**config.mk**
```make
export PLATFORM = sky130hd
export DESIGN_NAME = cnn_core_scheduler_flat
export DESIGN_NICKNAME = d
export VERILOG_FILES = /design/src/rtl/cnn_core_scheduler_if.sv /design/src/rtl/cnn_core_scheduler.sv /design/src/flat_wrapper.sv
export SDC_FILE = /design/constraint.sdc
export NUM_CORES = 1
export LEC_CHECK = 0
export ABC_CLOCK_PERIOD_IN_PS = 3200
export CAP_MARGIN = 20
export CORE_ASPECT_RATIO = 1.1
export CORE_UTILIZATION = 50
export DETAILED_ROUTE_END_ITERATION = 10
export PLACE_DENSITY_LB_ADDON = 0.08
export SLEW_MARGIN = 15
export SYNTH_ARGS = -nofsm -noshare
export SYNTH_HDL_FRONTEND = slang
export SYNTH_SLANG_ARGS = --single-unit
```
**constraint.sdc**
```tcl
create_clock -name clk -period 3.2 [get_ports clk]
set_input_delay 0.64 -clock clk [delete_from_list [all_inputs] [get_ports clk]]
set_output_delay 0.64 -clock clk [all_outputs]
set_load 0.01 [all_outputs]
```
**src/rtl/cnn_core_scheduler_if.sv**
```systemverilog
// Job-in / result-out streams and core-array control for cnn_core_scheduler.
// slave = scheduler side, master = host/DMA plus core-array side.
interface cnn_core_scheduler_if #(
  parameter int N_CORES = 4,
  parameter int ID_W    = 8,
  parameter int RES_W   = 32,
  parameter int CSEL_W  = $clog2(N_CORES)
);
  logic                     job_valid;
  logic [ID_W-1:0]          job_id;
  logic                     job_ready;
  logic [CSEL_W-1:0]        core_sel;
  logic [N_CORES-1:0]       core_start;
  logic [N_CORES-1:0]       core_done;
  logic [N_CORES*RES_W-1:0] core_value;
  logic                     res_valid;
  logic                     res_ready;
  logic [ID_W-1:0]          res_id;
  logic [CSEL_W-1:0]        res_core;
  logic [RES_W-1:0]         res_value;
  logic [N_CORES-1:0]       core_busy;
  logic                     idle;
  logic                     err_spurious;

  modport slave (
    input  job_valid, job_id, core_done, core_value, res_ready,
    output job_ready, core_sel, core_start, res_valid, res_id, res_core, res_value,
           core_busy, idle, err_spurious
  );

  modport master (
    output job_valid, job_id, core_done, core_value, res_ready,
    input  job_ready, core_sel, core_start, res_valid, res_id, res_core, res_value,
           core_busy, idle, err_spurious
  );
endinterface

```
**src/rtl/cnn_core_scheduler.sv**
```systemverilog
// Dispatches tagged jobs to the lowest free core (start pulse 1 cycle after accept) and returns
// results round-robin 1 cycle after done; a stalled result holds its grant until popped.
module cnn_core_scheduler #(
  parameter int N_CORES = 4,
  parameter int ID_W    = 8,
  parameter int RES_W   = 32,
  parameter int CSEL_W  = $clog2(N_CORES)
) (
  input logic                  clk,
  input logic                  rst,
  cnn_core_scheduler_if.slave  bus
);

  localparam logic [1:0] S_FREE = 2'd0;
  localparam logic [1:0] S_RUN  = 2'd1;
  localparam logic [1:0] S_PEND = 2'd2;
  localparam logic [CSEL_W:0]   N_EXT  = (CSEL_W+1)'(N_CORES);
  localparam logic [CSEL_W-1:0] LAST_C = CSEL_W'(N_CORES - 1);

  logic [1:0]         state_q [N_CORES];
  logic [ID_W-1:0]    tag_q   [N_CORES];
  logic [RES_W-1:0]   value_q [N_CORES];
  logic [CSEL_W-1:0]  rr_ptr_q;
  logic [CSEL_W-1:0]  hold_idx_q;
  logic               hold_vld_q;
  logic [CSEL_W-1:0]  core_sel_q;
  logic [N_CORES-1:0] start_q;
  logic               err_q;

  logic [N_CORES-1:0] free_vec;
  logic [N_CORES-1:0] pend_vec;
  logic [CSEL_W-1:0]  free_idx;
  logic [CSEL_W-1:0]  rr_idx;
  logic               rr_found;
  logic [CSEL_W:0]    cand;
  logic [CSEL_W-1:0]  gnt_idx;
  logic [CSEL_W-1:0]  rr_next;
  logic               any_free;
  logic               res_vld;
  logic               accept;
  logic               pop;

  always_comb begin
    free_vec = '0;
    pend_vec = '0;
    for (int k = 0; k < N_CORES; k++) begin
      free_vec[k] = (state_q[k] == S_FREE);
      pend_vec[k] = (state_q[k] == S_PEND);
    end
  end

  // Scan from the top so the lowest free index is the last one written.
  always_comb begin
    free_idx = '0;
    for (int k = N_CORES - 1; k >= 0; k--) begin
      if (free_vec[k]) free_idx = CSEL_W'(k);
    end
  end

  always_comb begin
    rr_idx   = rr_ptr_q;
    rr_found = 1'b0;
    cand     = '0;
    for (int i = 0; i < N_CORES; i++) begin
      cand = {1'b0, rr_ptr_q} + (CSEL_W+1)'(i);
      if (cand >= N_EXT) cand = cand - N_EXT;
      if (!rr_found && pend_vec[cand[CSEL_W-1:0]]) begin
        rr_found = 1'b1;
        rr_idx   = cand[CSEL_W-1:0];
      end
    end
  end

  // A stalled grant is frozen so cores finishing during backpressure cannot steal it.
  assign gnt_idx  = hold_vld_q ? hold_idx_q : rr_idx;
  assign rr_next  = (gnt_idx == LAST_C) ? '0 : gnt_idx + 1'b1;
  assign any_free = |free_vec;
  assign res_vld  = |pend_vec;
  assign accept   = bus.job_valid && any_free;
  assign pop      = res_vld && bus.res_ready;

  assign bus.job_ready    = any_free;
  assign bus.core_start   = start_q;
  assign bus.core_sel     = core_sel_q;
  assign bus.res_valid    = res_vld;
  assign bus.res_id       = res_vld ? tag_q[gnt_idx]   : '0;
  assign bus.res_core     = res_vld ? gnt_idx          : '0;
  assign bus.res_value    = res_vld ? value_q[gnt_idx] : '0;
  assign bus.core_busy    = ~free_vec;
  assign bus.idle         = (&free_vec) && (start_q == '0);
  assign bus.err_spurious = err_q;

  always_ff @(posedge clk) begin
    if (rst) begin
      for (int k = 0; k < N_CORES; k++) begin
        state_q[k] <= S_FREE;
        tag_q[k]   <= '0;
        value_q[k] <= '0;
      end
      rr_ptr_q   <= '0;
      hold_idx_q <= '0;
      hold_vld_q <= 1'b0;
      core_sel_q <= '0;
      start_q    <= '0;
      err_q      <= 1'b0;
    end else begin
      start_q    <= '0;
      core_sel_q <= '0;
      if (accept) begin
        start_q    <= N_CORES'(1) << free_idx;
        core_sel_q <= free_idx;
      end
      // Accept and pop both act on pre-edge state, so a just-popped core is never reused this cycle.
      for (int k = 0; k < N_CORES; k++) begin
        case (state_q[k])
          S_FREE: begin
            if (accept && (free_idx == CSEL_W'(k))) begin
              state_q[k] <= S_RUN;
              tag_q[k]   <= bus.job_id;
            end
          end
          S_RUN: begin
            if (bus.core_done[k]) begin
              state_q[k] <= S_PEND;
              value_q[k] <= bus.core_value[k*RES_W +: RES_W];
            end
          end
          S_PEND: begin
            if (pop && (gnt_idx == CSEL_W'(k))) state_q[k] <= S_FREE;
          end
          default: state_q[k] <= S_FREE;
        endcase
        if (bus.core_done[k] && (state_q[k] != S_RUN)) err_q <= 1'b1;
      end
      if (pop) rr_ptr_q <= rr_next;
      hold_vld_q <= res_vld && !bus.res_ready;
      if (res_vld && !bus.res_ready) hold_idx_q <= gnt_idx;
    end
  end

endmodule

```
**src/flat_wrapper.sv**
```systemverilog
// flat-port wrapper written by rule: the top's interface ports become plain ports
module cnn_core_scheduler_flat 
#(
  parameter int N_CORES = 4,
  parameter int ID_W    = 8,
  parameter int RES_W   = 32,
  parameter int CSEL_W  = $clog2(N_CORES)
)
  (clk, rst, bus_job_valid, bus_job_id, bus_core_done, bus_core_value, bus_res_ready, bus_job_ready, bus_core_sel, bus_core_start, bus_res_valid, bus_res_id, bus_res_core, bus_res_value, bus_core_busy, bus_idle, bus_err_spurious);
  cnn_core_scheduler_if #(.N_CORES(N_CORES), .ID_W(ID_W), .RES_W(RES_W), .CSEL_W(CSEL_W)) bus_i ();
  input logic clk;
  input logic rst;
  input wire logic [$bits(bus_i.job_valid)-1:0] bus_job_valid;
  input wire logic [$bits(bus_i.job_id)-1:0] bus_job_id;
  input wire logic [$bits(bus_i.core_done)-1:0] bus_core_done;
  input wire logic [$bits(bus_i.core_value)-1:0] bus_core_value;
  input wire logic [$bits(bus_i.res_ready)-1:0] bus_res_ready;
  output wire logic [$bits(bus_i.job_ready)-1:0] bus_job_ready;
  output wire logic [$bits(bus_i.core_sel)-1:0] bus_core_sel;
  output wire logic [$bits(bus_i.core_start)-1:0] bus_core_start;
  output wire logic [$bits(bus_i.res_valid)-1:0] bus_res_valid;
  output wire logic [$bits(bus_i.res_id)-1:0] bus_res_id;
  output wire logic [$bits(bus_i.res_core)-1:0] bus_res_core;
  output wire logic [$bits(bus_i.res_value)-1:0] bus_res_value;
  output wire logic [$bits(bus_i.core_busy)-1:0] bus_core_busy;
  output wire logic [$bits(bus_i.idle)-1:0] bus_idle;
  output wire logic [$bits(bus_i.err_spurious)-1:0] bus_err_spurious;
  assign bus_i.job_valid = bus_job_valid;
  assign bus_i.job_id = bus_job_id;
  assign bus_i.core_done = bus_core_done;
  assign bus_i.core_value = bus_core_value;
  assign bus_i.res_ready = bus_res_ready;
  assign bus_job_ready = bus_i.job_ready;
  assign bus_core_sel = bus_i.core_sel;
  assign bus_core_start = bus_i.core_start;
  assign bus_res_valid = bus_i.res_valid;
  assign bus_res_id = bus_i.res_id;
  assign bus_res_core = bus_i.res_core;
  assign bus_res_value = bus_i.res_value;
  assign bus_core_busy = bus_i.core_busy;
  assign bus_idle = bus_i.idle;
  assign bus_err_spurious = bus_i.err_spurious;
  cnn_core_scheduler #(.N_CORES(N_CORES), .ID_W(ID_W), .RES_W(RES_W), .CSEL_W(CSEL_W)) u_core (.clk(clk), .rst(rst), .bus(bus_i));
endmodule
```
* Word level (Yosys, flattened, before mapping) *
Memories as Yosys holds them, arrays and structs flattened.
Cells that the tools add are included.

word-level totals
  bits in registers = 12
  memories kept = 3
  RAM bits = 168
  output and inout port bits = 56
  word-level logic and storage cells = 227
  input port bits = 144
  latch bits = 0
  bits in read-only memories = 0

memory list
  memory          words  width  read ports  clocked after Yosys merged registers in  write ports  RTL line                  source
  u_core.value_q  4      32     1           0                                        4            cnn_core_scheduler.sv:22  logic [RES_W-1:0] value_q [N_CORES];
  u_core.tag_q    4      8      1           0                                        4            cnn_core_scheduler.sv:21  logic [ID_W-1:0] tag_q [N_CORES];
  u_core.state_q  4      2      4           0                                        4            cnn_core_scheduler.sv:20  logic [1:0] state_q [N_CORES];

operators by class
  mux-type cells = 118
  shift operators = 1
  eq/ne operators = 18
  bitwise logic cells = 26
  multipliers = 0
  $add $sub $neg = 8
  reductions and logical operators = 39
  divide/modulo/power cells = 0
  $lt $le $gt $ge = 8

operator list
  operator                                                    number
  2-to-1 mux 32 bit                                           5
  2-to-1 mux 1 bit                                            73
  2-to-1 mux 2 bit                                            31
  2-to-1 mux 8 bit                                            5
  bitwise OR 1 bit                                            24
  logical AND 1 bit                                           19
  == test 2 bit, second input constant                        8
  == test 2 x 1 -> 1 bit, second input constant               6
  logical NOT 2 bit                                           6
  less-than comparator 2 x 3 -> 1 bit, second input constant  4
  OR reduction 3 bit                                          4
  greater-or-equal comparator 3 bit, second input constant    3
  binary-select mux 1 bit (select 2 bit)                      4
  inequality test 2 x 1 -> 1 bit, second input constant       4
  OR reduction 4 bit                                          2
  subtractor 2 x 1 -> 2 bit, second input constant            4
  adder 2 x 2 -> 3 bit, second input constant                 2
  logical NOT 1 bit                                           4
  logical NOT 4 bit                                           1
  inverter 4 bit                                              1
  AND reduction 4 bit                                         1
  nonzero test 4 bit                                          1
  left shift 1 x 2 -> 4 bit, first input constant             1
  adder 2 x 1 -> 3 bit, second input constant                 1
  other kinds (4)                                             4

* Depth between registers and ports, before layout *
  depth after elaboration = 23
  mapped depth = 10
  mapped depth without buffers = 8

* Worst setup path after synthesis *
OpenSTA, ideal clock, no wires.

  kind = register to output
  start point = memory u_core.state_q[0][0]
  end point = output port bus_res_id[1]
  path slack = 0.332 ns
  cell stages (with the launch flop) = 9
  arrival time = 2.228 ns
  path buffers = 1
  cells stage by stage = edfxtp_1 nand2b_1 mux2_2 a2111o_1 nand2_4 inv_4 buf_6 mux2i_1 a211oi_1

RTL lines
  element          RTL line                  source
  start, declared  cnn_core_scheduler.sv:20
  end, declared    flat_wrapper.sv:22        output wire logic [$bits(bus_i.res_id)-1:0] bus_res_id;

==> results_dict.tcl <==
set metrics [dict create \
    synth_area_leaders "edfxtp_1, and2_1, a211oi_1" \
    critPathKind "flop to output port" \
    r2r_slack_ps 370 \
    die_w_um 126 \
    grt_pass1_wl_um 33900 \
    status "finished, violations left" \
    skew_ps 10.4 \
    synth-main-ff-cell "edfxtp_1" \
    gp_routability_congestion 0.878 \
    fin_util 0.738 \
    ys_seq_area_frac 0.630 \
    critical_path.cell_chain "nor2b_4 > mux2_2 > a2111o_1 > nand2_4 > inv_6 > buf_12 > mux2i_1 > a211oi_1 > buf_4 > buf_2" \
    hold_depth 2 \
    syn_area_mm2 0.00839 \
    async_reset_ff_frac 0 \
    die_area_mm2 0.0173 \
    fmax_mhz 294 \
    required_ps 2560 \
    worst-r2r-cell-count 13 \
    drt_iter0_markers 496 \
    ctsHtreeMaxLevel 4 \
    layout-drive-gt1-share 0.242 \
    ir_worst_vdd_uv 514 \
    grt_pass1_vias 6445 \
    maxCapViolCount 0 \
    synth.area.mux_share 0.0502 \
    ys_ff_latch 180 \
    synth-compound-area-share 0.0948 \
    synth_common_cells "edfxtp_1, and2_1, a211oi_1" \
    critPathMaxStageDelay_ps 470 \
    grtUsageTotal 0.262 \
    synth.most_common_cell "edfxtp_1" \
    synthSimpleGateAreaFrac 0.191 \
    clk_latency_ps 430 \
    synth_edf_count 168 \
    postSynthAreaPerCell_um2 12.9 \
    failed_checks "DRC, setup timing" \
    p_leak_nw 4.77 \
    start_util 0.513 \
    finalHoldViolCount 0 \
    timing.rr.end "u_core.state_q[3][1]$_SDFFCE_PP0P_" \
    route.detailed.drc 6 \
    area_growth_pct 44.0 \
    synth_fp_nets 797 \
    cp_slowest_cell "a2111o_1" \
    clock_path_buffers 2 \
    fin_crit_sh 1.06 \
    setup_viol 40 \
    row_count 49 \
    pwr-share-comb 0.376 \
    cts_root_buf "clkbuf_16" \
    dr.pass1.iters 10 \
    dieHeight_um 138 \
    synth_cells 652 \
    num_antenna_cells 0 \
    hp-class "flop to flop" \
    netlist.area_leader.share 0.601 \
    final_net_count 1053 \
    power.switching_w 0.00246 \
    overflow 0 \
    antenna_found_initial 0 \
    clock_sinks 180 \
    synth_xor_area_frac 0 \
    tightestPinTransition_ps 524 \
    setup_slack_ps -198 \
    routed-via-count 6334 \
    whs_endpoint "u_core.hold_idx_q[1]$_SDFFE_PP0P_" \
    wl_per_cell_um 20.5 \
    yosysTopAreaCell "edfxtp_1" \
    port_buffers 199 \
    post-dp-hpwl_um 14700 \
    final_max_slew_viol_count 0 \
    io_pins 200 \
    dp_cells 1066 \
    ctsHoldBuffers 0 \
    synth_cell_types 41 \
    power_frac_clock 0.260 \
    slew_headroom 0.649 \
    fin_cells 1125 \
    post_dp_cell_area_mm2 0.0110 \
    numCtsBuffers 17 \
    viasPerCell 5.63 \
    coreArea_mm2 0.0164 \
    grt_max_degree 47 \
    intPower_w 0.00538 \
    yosysWarnings 0 \
    cts.reportedPaths.clkPinSlew_ps 60 \
    cts_tree "built" \
    synth-adder-area-share 0.00149 \
    path_max_fanout 14 \
    cp-end-kind "output port" \
    cp.arrival_ps 2760 \
    n_fill_cell 1094 \
    cp-start-kind "flop" \
    worstHoldStart "u_core.hold_idx_q[1]$_SDFFE_PP0P_" \
    final_cell_area_mm2 0.0121 \
    power_frac_seq 0.364 \
    ant_nets 0 \
    sw_frac_of_total 0.314 \
    rsz0062_at_grt "yes" \
    routed_wirelength_um 23000 \
    synth_top_family_by_area "simple AND/OR/NAND/NOR gates" \
    powerDensity_mw_per_mm2 648 \
    period_needed_ps 3400 \
    timing.rr.start "u_core.state_q[2][1]$_SDFFCE_PP0P_" \
]
sequential cells by signal (all words and copies together), names as in the netlist:
name	count
u_core.tag_q	32
u_core.bus.err_spurious	1
u_core.rr_ptr_q	2
u_core.state_q	8
u_core.bus.core_sel	2
u_core.bus.core_start	4
u_core.hold_vld_q	1
u_core.hold_idx_q	2
u_core.value_q	128
cell type report:
class | instances | area, µm² | share of cell area
flip-flops and latches | 180 | 5290 | 0.437
multi-input cells | 420 | 3200 | 0.265
inverters | 9 | 41.3 | 0.00342
clock inverters | 13 | 134 | 0.0111
repair buffers | 280 | 2740 | 0.227
clock buffers | 19 | 433 | 0.0358
well taps | 204 | 255 | 0.0211
what timing repair did:
action,4_1_cts,5_1_grt
cloned,2,4
pin swaps,34,24
endpoints found under the setup margin,42,42
setup buffers,10,13
gates resized for setup,204,60
cell usage in the layout (no fill, tap or decap), types with 4 or more instances in the layout:
master	instances
clkinvlp_4	5
a211oi_2	43
o21ai_0	5
and3_1	38
a211oi_1	36
buf_12	15
edfxtp_1	168
mux2i_1	41
nand3_1	6
nor2_1	19
inv_1	6
buf_2	40
clkbuf_16	21
a21oi_1	6
a211oi_4	5
and2_1	160
nand2_1	9
buf_6	10
nand2b_1	6
nor2b_1	4
clkdlybuf4s50_1	157
nor2_2	4
nand2b_2	4
buf_4	48
dfxtp_1	12
worst max-delay path by stage:
stage | startpoint | endpoint | cells past startpoint | slack [ps]
after floorplan | u_core.state_q[0][0]$_SDFFCE_PP0P_ | bus_res_id[1] | 8 | 330
after global placement | u_core.state_q[2][1]$_SDFFCE_PP0P_ | bus_res_id[0] | 10 | -120
after detailed placement | u_core.state_q[2][1]$_SDFFCE_PP0P_ | bus_res_value[17] | 9 | -190
after CTS | u_core.state_q[2][1]$_SDFFCE_PP0P_ | bus_res_value[15] | 12 | -260
after global routing | u_core.state_q[2][1]$_SDFFCE_PP0P_ | bus_res_value[31] | 10 | -320
final | u_core.state_q[2][1]$_SDFFCE_PP0P_ | bus_res_value[31] | 10 | -200
layer usage:
layer / up-vias / part of all wire / track usage
li1: 2918 / - / -
met1: 3126 / 0.40 / 0.309
met2: 249 / 0.51 / 0.471
met3: 41 / 0.065 / 0.0583
met4: 0 / 0.023 / 0.100
met5: - / 0 / 0
worst max-delay path: cells and delay by family, from the launching register on:
| family | cells | cell delay, ps |
|---|---|---|
| buffers and inverters | 4 | 520 |
| and+or+nand+nor | 2 | 310 |
| muxes | 2 | 380 |
| AOI/OAI and AO/OA | 2 | 700 |
| DFF | 1 | 420 |
logic make-up after synthesis:
logic type | Yosys count
AO/OA/AOI/OAI | 109
adder cells (fa/ha/maj) | 1
buffers and inverters | 52
flip-flops | 180
multiplexers | 42
AND/OR/NAND/NOR | 268
power by group through the flow:
stage | Sequential [W] | Combinational (W) | Clock (W)
2_1_floorplan | 0.00288 | 0.00124 | 0
3_3_place_gp | 0.00288 | 0.00241 | 0
3_5_place_dp | 0.00289 | 0.00244 | 0
4_1_cts | 0.00284 | 0.00254 | 0.00205
5_1_grt | 0.00287 | 0.00311 | 0.00212
6_report | 0.00285 | 0.00294 | 0.00203
stage by stage:
stage | setup WS (ps) | setup TNS (ps) | hold WS [ps] | total power (W)
2_1_floorplan | 332 | 0 | 454 | 0.00412
3_3_place_gp | -118 | -2090 | 462 | 0.00529
3_5_place_dp | -186 | -3890 | 506 | 0.00533
4_1_cts | -262 | -5290 | 535 | 0.00744
5_1_grt | -315 | -8480 | 549 | 0.00810
6_report | -198 | -4750 | 531 | 0.00783
Power figures use the tool's default switching activity.
